--- config.mk ---
export PLATFORM = sky130hd
export DESIGN_NAME = rkv_vr_skid_stage
export DESIGN_NICKNAME = d
export VERILOG_FILES = /design/src/rtl/rkv_vr_skid_stage.sv
export SDC_FILE = /design/constraint.sdc
export NUM_CORES = 1
export LEC_CHECK = 0
export ABC_AREA = 1
export CAP_MARGIN = 20
export CORE_ASPECT_RATIO = 0.5
export CORE_MARGIN = 5
export CORE_UTILIZATION = 38
export DETAILED_ROUTE_END_ITERATION = 7
export GPL_TIMING_DRIVEN = 0
export PLACE_DENSITY = 0.75
export SYNTH_ARGS = -nofsm -noshare
export SYNTH_HDL_FRONTEND = slang
export SYNTH_SLANG_ARGS = --single-unit
--- constraint.sdc ---
create_clock -name clk -period 2.35 [get_ports clk]
set_input_delay 0.235 -clock clk [delete_from_list [all_inputs] [get_ports clk]]
set_output_delay 0.235 -clock clk [all_outputs]
set_load 0.005 [all_outputs]
--- src/rtl/rkv_vr_skid_stage.sv ---
// rkv_vr_skid_stage: registered valid/ready stage with a 2-entry skid buffer.
// s_* side faces the producer, m_* side faces the consumer. s_ready comes only
// from the state flops, so the consumer's m_ready never reaches the producer
// combinationally. Full throughput is kept.
// stall_cnt counts consecutive cycles in which the consumer stalls the stage.
// Optional feature macro: RKV_SKID_PROTO_CHK_EN enables the sticky upstream
// protocol checker behind proto_err. When it is not defined, proto_err is 0.
//
// state | meaning
// ------+--------------------------------------------------------------
// EMPTY | no entry held, m_valid = 0, s_ready = 1
// BUSY  | main holds the head entry, skid unused, s_ready = 1
// FULL  | main holds the head, skid holds the second entry, s_ready = 0

module rkv_vr_skid_stage #(
  parameter int DATA_W      = 32,
  parameter int STALL_CNT_W = 8
) (
  input  logic                   clk,
  input  logic                   rstn,
  input  logic                   s_valid,
  input  logic [DATA_W-1:0]      s_data,
  output logic                   s_ready,
  output logic                   m_valid,
  output logic [DATA_W-1:0]      m_data,
  input  logic                   m_ready,
  output logic [STALL_CNT_W-1:0] stall_cnt,
  output logic                   proto_err
);

  typedef enum logic [1:0] {
    EMPTY = 2'd0,
    BUSY  = 2'd1,
    FULL  = 2'd2
  } state_e;

  localparam logic [STALL_CNT_W-1:0] STALL_MAX = {STALL_CNT_W{1'b1}};

  state_e                  state_q, state_d;
  logic [DATA_W-1:0]       main_q, main_d;
  logic [DATA_W-1:0]       skid_q, skid_d;
  logic [STALL_CNT_W-1:0]  stall_cnt_q, stall_cnt_d;

  // Output decode comes only from flops, so async reset shows up immediately.
  assign m_valid   = (state_q != EMPTY);
  assign s_ready   = (state_q != FULL);
  assign m_data    = main_q;
  assign stall_cnt = stall_cnt_q;

  // Next-state and payload steering for the two-entry buffer.
  always_comb begin
    state_d = state_q;
    main_d  = main_q;
    skid_d  = skid_q;
    case (state_q)
      EMPTY: begin
        if (s_valid) begin
          state_d = BUSY;
          main_d  = s_data;
        end
      end
      BUSY: begin
        if (s_valid && m_ready) begin
          main_d = s_data;
        end else if (s_valid && !m_ready) begin
          state_d = FULL;
          skid_d  = s_data;
        end else if (!s_valid && m_ready) begin
          state_d = EMPTY;
        end
      end
      FULL: begin
        // s_ready is low here, so the producer's payload cannot be taken.
        if (m_ready) begin
          state_d = BUSY;
          main_d  = skid_q;
        end
      end
      default: begin
        state_d = EMPTY;
      end
    endcase
  end

  // Saturating count of consecutive downstream stalls. The count goes back to 0
  // after any m-transfer, and it stays 0 while nothing is presented.
  always_comb begin
    stall_cnt_d = '0;
    if (m_valid && !m_ready) begin
      if (stall_cnt_q != STALL_MAX) begin
        stall_cnt_d = stall_cnt_q + STALL_CNT_W'(1);
      end else begin
        stall_cnt_d = stall_cnt_q;
      end
    end
  end

  // State, payload and stall-counter registers.
  always_ff @(posedge clk or negedge rstn) begin
    if (!rstn) begin
      state_q     <= EMPTY;
      main_q      <= '0;
      skid_q      <= '0;
      stall_cnt_q <= '0;
    end else begin
      state_q     <= state_d;
      main_q      <= main_d;
      skid_q      <= skid_d;
      stall_cnt_q <= stall_cnt_d;
    end
  end

`ifdef RKV_SKID_PROTO_CHK_EN
  logic              stalled_q;
  logic [DATA_W-1:0] stalled_data_q;
  logic              proto_err_q, proto_err_d;

  // The producer breaks the protocol if it offers a payload that is refused
  // and then, in the next cycle, withdraws it or changes it.
  always_comb begin
    proto_err_d = proto_err_q;
    if (stalled_q && (!s_valid || (s_data != stalled_data_q))) begin
      proto_err_d = 1'b1;
    end
  end

  // Remembers last cycle's refused offer. The error flag stays set until reset.
  always_ff @(posedge clk or negedge rstn) begin
    if (!rstn) begin
      stalled_q      <= 1'b0;
      stalled_data_q <= '0;
      proto_err_q    <= 1'b0;
    end else begin
      stalled_q      <= s_valid && !s_ready;
      stalled_data_q <= s_data;
      proto_err_q    <= proto_err_d;
    end
  end

  assign proto_err = proto_err_q;
`else
  assign proto_err = 1'b0;
`endif

endmodule

==> results.md, run 1 <==
- The clock tree skew after final layout is 4.33 ps.
- The x dimension of the die is about 140 µm.
- For this run, the top clock speed supported by timing is 479 MHz.
- The critical path goes through inv_2 > nand2_1 > buf_4 > buf_2 > clkdlybuf4s50_1.
- Counting every instance in the synthesized netlist gives around 420.
- For this block, the routed nets add up to between 8 and 9 mm of wire.
- The number of hold violations in the final report is 0.
- The clock edge transition at the registers on the reported setup and hold paths is ~60 ps.
- A synthesized cell averages about 8 µm².
- The number of nets still failing antenna checks after routing is 0.
- The number of H-tree levels is 3.
- The count of unique library cells instantiated by Yosys is 20.
- The final max-slew violation count is 0.
- The synthesized netlist net count is around 460.
- The final setup violation count is 0.
- At the end of routability-driven placement, the weighted congestion stood at 0.775.
- The top cell types in the final layout, fill and taps aside, are sky130_fd_sc_hd__nand2_1, sky130_fd_sc_hd__clkdlybuf4s50_1, sky130_fd_sc_hd__dfrtp_1, sky130_fd_sc_hd__o21ai_0, sky130_fd_sc_hd__inv_1.
- The number of remaining DRC errors is 0.
- STA classifies the critical path endpoint as a primary output.
- The placed instances occupy a cell area of roughly 4300 µm².
- Counting flops and latches in the post-synthesis netlist gives 74.
- The sequential-to-total area share from yosys stat is roughly 55%.
- At the end of the flow, the number of nets in the layout was 552.
- Once the floorplan was initialized, standard cells occupied between 30 and 40% of the core.
- The critical path is of the register to primary output type.
- The flow ran to the end, and the final reports show no timing, DRC or antenna violations.
- The number of setup buffers added after CTS is 0.
- The die is roughly 77 µm tall.
- The clock passes through at most 2 buffers.
- The DRC violation total after the first TritonRoute iteration is 262.
- The number of fill cells in the layout is 794.
- After layout, the design draws a total of 5.62 mW.
- Detailed placement ended at an HPWL of 5.79 mm.
- The number of antenna diodes in the final layout is 0.
- The floorplan step defined a die boundary enclosing between 10000 and 15000 µm².
- The initial antenna violation count is 0.
- The worst path required time is ~2100 ps.
- Leaving out fill and tap cells, the most frequent cell in the layout is sky130_fd_sc_hd__nand2_1.
- The first-pass GRT wire length is between 10 and 15 mm.
- The final design area excluding fillers is around 4700 µm².
- The number of clock sinks is 74.
- The cell with the largest stage delay on the worst path is sky130_fd_sc_hd__clkdlybuf4s50_1.
- The largest net degree at the start of global routing is slightly above 60.
- For this design the static power due to leakage is between 2 and 2.5 nW.
- The summed instance area of the synthesized netlist is 3390 µm².
- For this run, the detailed router's first-pass iteration total came to 4.
- The arrival time at the worst endpoint is between 1500 and 2000 ps.
- Counting the buffers created by CTS gives 9.
- Clock tree synthesis selected as its root buffer the cell sky130_fd_sc_hd__clkbuf_16.
- The area share of the leading cell type in the synthesized netlist is a little over half.
- The fraction of the cycle the final worst path needs is between 80% and 90%.
- After global routing the overflow that remains totals 0.
- The relative area change from synthesis to final layout is 37.6%.
- The share of final-layout standard cells stronger than drive strength 1 is approximately 7.7%.
- Global routing used ~15% of the available tracks across all layers.
- The worst setup path is launched from a register.
- The area inside the core boundary is 8710 µm².
- Dividing the detail-routed via count by the number of cells gives roughly 4.7.
- In this design, the largest share of critical-path delay is due to buffers and inverters.
- Yosys printed 0 warnings.
- Across all layers, the routed design uses 2965 vias.
- The power density normalized to cell area is approximately 1200 nW/µm².
- On the worst path, the slowest cell contributes a delay of 540 ps.
- Counting I/O delays and the setup requirement, the final critical path takes approximately 2100 ps.
- The number of gates resized after CTS was 0.
- The tightest min-delay check is of the primary input to asynchronous set/reset pin type.
- The detail-routed net length per standard cell is roughly 13 µm.
- The number of port buffers is 77.
- The number of buffers and inverters on the critical path is 4.
- The count of boundary I/O pins is a little under 80.
- The maximum fanout count along the critical path is 10.
- The clock reaches the later pin of the worst-skew pair after roughly 330 ps.
- The number of core rows is 24.
- The worst path meets setup with 263 ps of slack.
- TritonCTS built the clock tree.
- At the placement stage, the worst setup path has a slack of around 600 ps.
- Across the run, the number of max-cap violations was 0.
- The worst vdd rail ir drop is around 0.0005 V.
- Yosys attributes the largest share of cell area to sky130_fd_sc_hd__dfrtp_1, sky130_fd_sc_hd__nand2_1, sky130_fd_sc_hd__o21ai_0.
- Setup repair after global routing left no endpoint under its margin.
- The via count of the first global-routing pass is slightly below 3000.
- The biggest area contributor in the post-synthesis netlist is sky130_fd_sc_hd__dfrtp_1.
-- state kept, by name (all words and copies together), names as in the netlist --
| signal | count |
|---|---|
| stall_cnt | 8 |
| m_data | 32 |
| skid_q | 32 |
| state_q | 2 |
-- cells in the mapped netlist --
library cell and n:
sky130_fd_sc_hd__nand3_2 1, sky130_fd_sc_hd__nand3_1 12, sky130_fd_sc_hd__buf_4 4, sky130_fd_sc_hd__inv_1 40, sky130_fd_sc_hd__nor2_1 36, sky130_fd_sc_hd__a21oi_1 28
sky130_fd_sc_hd__or2_2 1, sky130_fd_sc_hd__nand4_1 1, sky130_fd_sc_hd__conb_1 1, sky130_fd_sc_hd__clkinv_1 1, sky130_fd_sc_hd__nand2_2 1, sky130_fd_sc_hd__nand2_1 152
sky130_fd_sc_hd__nand3b_1 1, sky130_fd_sc_hd__inv_2 2, sky130_fd_sc_hd__dfrtp_1 74, sky130_fd_sc_hd__buf_2 9, sky130_fd_sc_hd__o21ai_0 47, sky130_fd_sc_hd__clkbuf_1 1
sky130_fd_sc_hd__ha_1 4, sky130_fd_sc_hd__buf_6 6
-- worst paths after layout --
path	depth (start not counted)	to	startpoint	slack [ps]
worst min register to register	2	m_data[23]$_DFFE_PN0P_	m_data[23]$_DFFE_PN0P_	480
worst max register to register	7	m_data[22]$_DFFE_PN0P_	state_q[0]$_DFFE_PN0P_	930
min in group clk	2	m_data[23]$_DFFE_PN0P_	m_data[23]$_DFFE_PN0P_	480
worst max-delay path	5	s_ready	state_q[0]$_DFFE_PN0P_	260
worst min-delay path	2	skid_q[28]$_DFFE_PN0P_	rstn	300
max in group asynchronous	3	m_data[15]$_DFFE_PN0P_	rstn	1490
-- kinds of logic (layout without fill, tap and decap cells) --
logic type,after synthesis,after routing,synth area share (%)
AOI/OAI and AO/OA,75,75,11.1
adders and majority gates,4,4,1.48
buffers and inverters,63,158,9.08
DFF,74,74,54.6
other,1,1,0.111
and+or+nand+nor,205,205,23.7
-- what timing repair did --
action,CTS,global route
hold buffers,1,0
endpoints found under the hold margin,13,0
endpoints found under the setup margin,0,0
-- where the power goes --
group,leakage (nW),internal [mW],switching (mW),total [mW]
logic,1.33,1.02,1.02,2.04
clock network,0.149,0.959,0.511,1.47
registers,0.882,1.85,0.256,2.11
-- routing by layer --
layer  up-vias  share of wire, %  global-route usage [%]
met2        57                51                    26.3
met3         2               4.8                    4.04
met1      1418                43                    19.3
li1       1488                 -                       -
met5         -                 0                       0
met4         0              0.49                    4.89
-- worst register-to-register path, stage by stage (launching register included) --
cell,delay [ps]
sky130_fd_sc_hd__dfrtp_1,410
sky130_fd_sc_hd__inv_2,110
sky130_fd_sc_hd__nand2_1,80
sky130_fd_sc_hd__buf_4,180
sky130_fd_sc_hd__buf_2,190
sky130_fd_sc_hd__o21ai_0,210
sky130_fd_sc_hd__nand2_1,90
sky130_fd_sc_hd__nand2_1,70
-- cell type report --
class,instances,area (µm²),area share [%]
flip-flops and latches,74,1850,39.7
multi-input cells,285,1230,26.4
repair buffers,79,806,17.3
clock buffers,12,246,5.28
inverters,43,161,3.46
plain buffers,20,146,3.14
well taps,117,146,3.14
clock inverters,4,75.1,1.61
-- through the flow --
stage / setup TNS, ps / hold slack, ps / std cells / utilization, %
after floorplan: 0 / -60.6 / 422 / -
after global placement: -114750 / 463 / 616 / 49.5
after detailed placement: 0 / 106 / 617 / 49.8
after CTS: 0 / 301 / 634 / 53.6
after global routing: 0 / 328 / 634 / 53.6
final: 0 / 303 / 634 / 53.6
(Power assumes the default switching activity.)
==> run 2: changes to the inputs <==
ABC_AREA = not set   (was 1)
SKIP_LAST_GASP = 1   (was not set)
==> run 2 against run 1 <==
  * Clock power decreased by 3%
  * Non-clock buffer count down 11
  * Register-to-register slack lost 270 ps
  * Critical endpoint unchanged
  * Largest power group unchanged
  * Highest routed layer unchanged
==> results.md, run 2 <==
- The power density normalized to cell area is 1150 nW/µm² (-4.6%).
- The fraction of the cycle the final worst path needs is 86.6% (-2.3 points).
- The core utilization of the finished layout is 52.8% (-0.74 points).
- The count of flip-flops with a built-in enable after synthesis is 0 (unchanged).
- The count of unique library cells instantiated by Yosys is 29 (+45%).
- The latest clock arrival within the worst-skew pair came to 320 ps (about the same).
- The number of flip-flops and latches in the synthesized netlist is 74 (unchanged).
- The die outline height is 76.4 µm (-0.58%).
- The number of port buffers came to 77 (unchanged).
- The detail-routed net length per standard cell came to 16.5 µm (+28%).
- The DRC violation total after the first TritonRoute iteration is 90 (-66%).
- The overall overflow remaining after global route is 0 (unchanged).
- The number of vias per cell is 4.85 (+3.8%).
- The number of remaining DRC errors is 0 (unchanged).
- The number of antenna repair diodes is 0 (unchanged).
- The placer's final routability congestion estimate is 0.757 (-2.3%).
- The number of core rows is 24 (unchanged).
- The final design area excluding fillers is 4570 µm² (-2.1%).
- The final max-slew violation count was 0 (unchanged).
- The number of H-tree levels is 3 (unchanged).
- The footprint of the multi-input gates is 1400 µm² (+14%).
- The deepest clock path buffer count is 2 (unchanged).
- STA classifies the critical path endpoint as a primary output.
- TritonCTS built the clock tree.
- The summed instance area of the synthesized netlist came to 3350 µm² (-1.3%).
- The worst vdd rail ir drop was 0.000527 V (+4.4%).
- The area share of the leading cell type in the synthesized netlist is 55.3% (+0.74 points).
- The number of fill cells in the layout came to 738 (-7.1%).
- The library cells used most frequently in the layout, excluding fill and tap cells, are sky130_fd_sc_hd__clkdlybuf4s50_1, sky130_fd_sc_hd__dfrtp_1, sky130_fd_sc_hd__mux2_2, sky130_fd_sc_hd__mux2_1, sky130_fd_sc_hd__clkbuf_16.
- The arrival time at the worst endpoint is 1800 ps (-50 ps).
- The sequential-to-total area share from yosys stat is 55.3% (+0.74 points).
- The post-route setup TNS is 0 ps (unchanged).
- The starting density of the core is 38.7% (-0.25 points).
- The maximum fanout count along the critical path was 10 (unchanged).
- The library cell used most frequently in the layout, excluding fill and tap cells, is sky130_fd_sc_hd__clkdlybuf4s50_1.
- The count of instances resized after the clock tree is built is 0 (unchanged).
- The number of warnings printed during yosys synthesis is 0 (unchanged).
- The share of final-layout standard cells stronger than drive strength 1 is 28.7% (+21 points).
- The area growth from synthesis to layout is 36.5%.
- The cell area after placement is 4260 µm² (-1.7%).
- The post-layout net count was 360 (-35%).
- The total length of routed wires is 7.28 mm (-11%).
- The via count is 2141 (-28%).
- The total of hold buffers inserted after clock tree synthesis is 0 (-1).
- The clock edge transition at the registers on the reported setup and hold paths was 60 ps (about the same).
- The class of the tightest hold or removal check is primary input to asynchronous set/reset pin.
- The number of hold violations in the final report was 0 (unchanged).
- The biggest area contributor in the post-synthesis netlist is sky130_fd_sc_hd__dfrtp_1.
- The critical path startpoint category is a register.
- The overall routing resource usage is 13.8% (-1.7 points).
- The largest net degree at the start of global routing is 75 (+21%).
- The number of clock sinks came to 74 (unchanged).
- The placed wire-length estimate after detailed placement is 5.25 mm (-9.3%).
- The worst path required time is 2120 ps (about the same).
- The final period demand of the worst path is 2030 ps (-52.9 ps).
- The headroom to the max-slew limit is a little under two fifths.
- The final setup violation count is 0 (unchanged).
- At the pin with the least slew margin, the transition time is 932 ps.
- The number of nets still failing antenna checks after routing came to 0 (unchanged).
- Setup repair after global routing left no endpoint under its margin.
- The first-pass GRT wire length is 12.1 mm (-13%).
- The commonest cells after synthesis are sky130_fd_sc_hd__dfrtp_1, sky130_fd_sc_hd__mux2_2, sky130_fd_sc_hd__mux2_1.
- The leakage component of the power is 1.88 nW (-20%).
- The most frequent cell after synthesis is sky130_fd_sc_hd__dfrtp_1.
- The area inside the core boundary is 8650 µm² (-0.69%).
- The synthesized netlist net count is 272 (-41%).
- The library cell used as clock root buffer is sky130_fd_sc_hd__clkbuf_16.
- The critical path class is register to primary output.
- The clock tree skew after final layout is 4.27 ps (-0.0674 ps).
- The area of the die was 10900 µm² (-1.2%).
- The post-synthesis instance total was 232 (-45%).
- The number of max-cap violations is 0 (unchanged).
- The async set-or-reset flop fraction in the synthesized netlist is 100% (unchanged).
- The number of search-and-repair iterations in the first detailed-routing pass is 4 (unchanged).
- The x dimension of the die is 143 µm (-0.62%).
- By area the synthesized netlist is led by sky130_fd_sc_hd__dfrtp_1, sky130_fd_sc_hd__mux2_2, sky130_fd_sc_hd__mux2_1.
- The post-CTS setup buffer count is 0 (unchanged).
- The number of clock buffers inserted by TritonCTS is 9 (unchanged).
- The most used flip-flop cell after synthesis is sky130_fd_sc_hd__dfrtp_1.
- The sequential standard cell area is 1850 µm² (unchanged).
- The run finished with clean final reports.
- The highest achievable clock rate is 492 MHz (+2.6%).
- The average instance area after synthesis came to 14.4 µm² (+79%).
- The initial antenna violation count is 0 (unchanged).
- The via count of the first global-routing pass is 2408 (-19%).
- The worst reg-to-reg setup slack came to 660 ps (-270 ps).
- The count of boundary I/O pins is 79 (unchanged).
==> run 2: cell types whose count changed in the layout (fill, tap and decap cells not counted), sizes merged, moves of 9 or more <==
cell,change
nand2,-148
mux2,+96
o21ai,-41
inv,-39
nor2,-34
a21oi,-26
buf,-9
nand3,-9
==> run 2: worst paths after layout <==
| check | startpoint | to | cells after the start |
|---|---|---|---|
| min in group clk | skid_q[23]$_DFFE_PN0P_ | skid_q[23]$_DFFE_PN0P_ | 1 |
| min reg2reg | skid_q[23]$_DFFE_PN0P_ | skid_q[23]$_DFFE_PN0P_ | 1 |
| max | state_q[1]$_DFFE_PN0P_ | s_ready | 5 |
| min | rstn | m_data[10]$_DFFE_PN0P_ | 1 |
| max in group asynchronous | rstn | stall_cnt[1]$_DFFE_PN0P_ | 1 |
| max reg2reg | state_q[0]$_DFFE_PN0P_ | m_data[10]$_DFFE_PN0P_ | 5 |
==> run 2: kinds of logic (layout without fill, tap and decap cells) <==
logic type	count (synthesis)	count (layout)	synth area share (%)
adder cells (fa/ha/maj)	4	4	1.50
multiplexers	97	97	32.6
buffers and inverters	14	106	2.84
other	1	1	0.112
AND/OR/NAND/NOR	22	22	3.40
AO/OA/AOI/OAI	20	20	4.19
flip-flops	74	74	55.3
==> run 2: layer usage <==
layer | GRT usage [%] | vias to the layer above | wire length [µm] | part of all wire, %
li1 | - | 1009 | - | -
met1 | 15.7 | 1100 | 3010 | 41
met2 | 26.1 | 27 | 4060 | 56
met3 | 2.88 | 5 | 164 | 2.3
met4 | 3.42 | 0 | 51 | 0.70
met5 | 0 | - | 0 | 0
==> run 2: worst max-delay path: stages (launching register included) <==
cell	delay, ps
sky130_fd_sc_hd__dfrtp_1	410
sky130_fd_sc_hd__nor2b_1	140
sky130_fd_sc_hd__buf_2	180
sky130_fd_sc_hd__buf_6	170
sky130_fd_sc_hd__inv_1	80
sky130_fd_sc_hd__clkdlybuf4s50_1	500
==> run 2: where the power goes <==
part           switching (mW)  leakage [nW]  internal (mW)
Clock                   0.499         0.151          0.917
Combinational           0.537         0.842           1.13
Sequential              0.308         0.889           1.86
==> run 2: area by class of cell <==
class | instances | share of cell area (%)
sequential | 74 | 40.5
buffer | 11 | 1.84
clock inverter | 6 | 1.81
inverter | 3 | 0.247
tap | 117 | 3.20
multi-input combinational | 144 | 30.6
timing repair buffer | 77 | 16.8
clock buffer | 9 | 4.93
==> run 2: per-stage QoR <==
stage	hold WS (ps)	cells	total power, mW	setup slack (ps)
after floorplan	-60.6	232	2.93	841
after global placement	468	426	3.77	-1340
after detailed placement	436	426	3.88	266
after CTS	92.5	441	5.32	296
after global routing	130	441	5.54	242
final	57.1	441	5.24	316
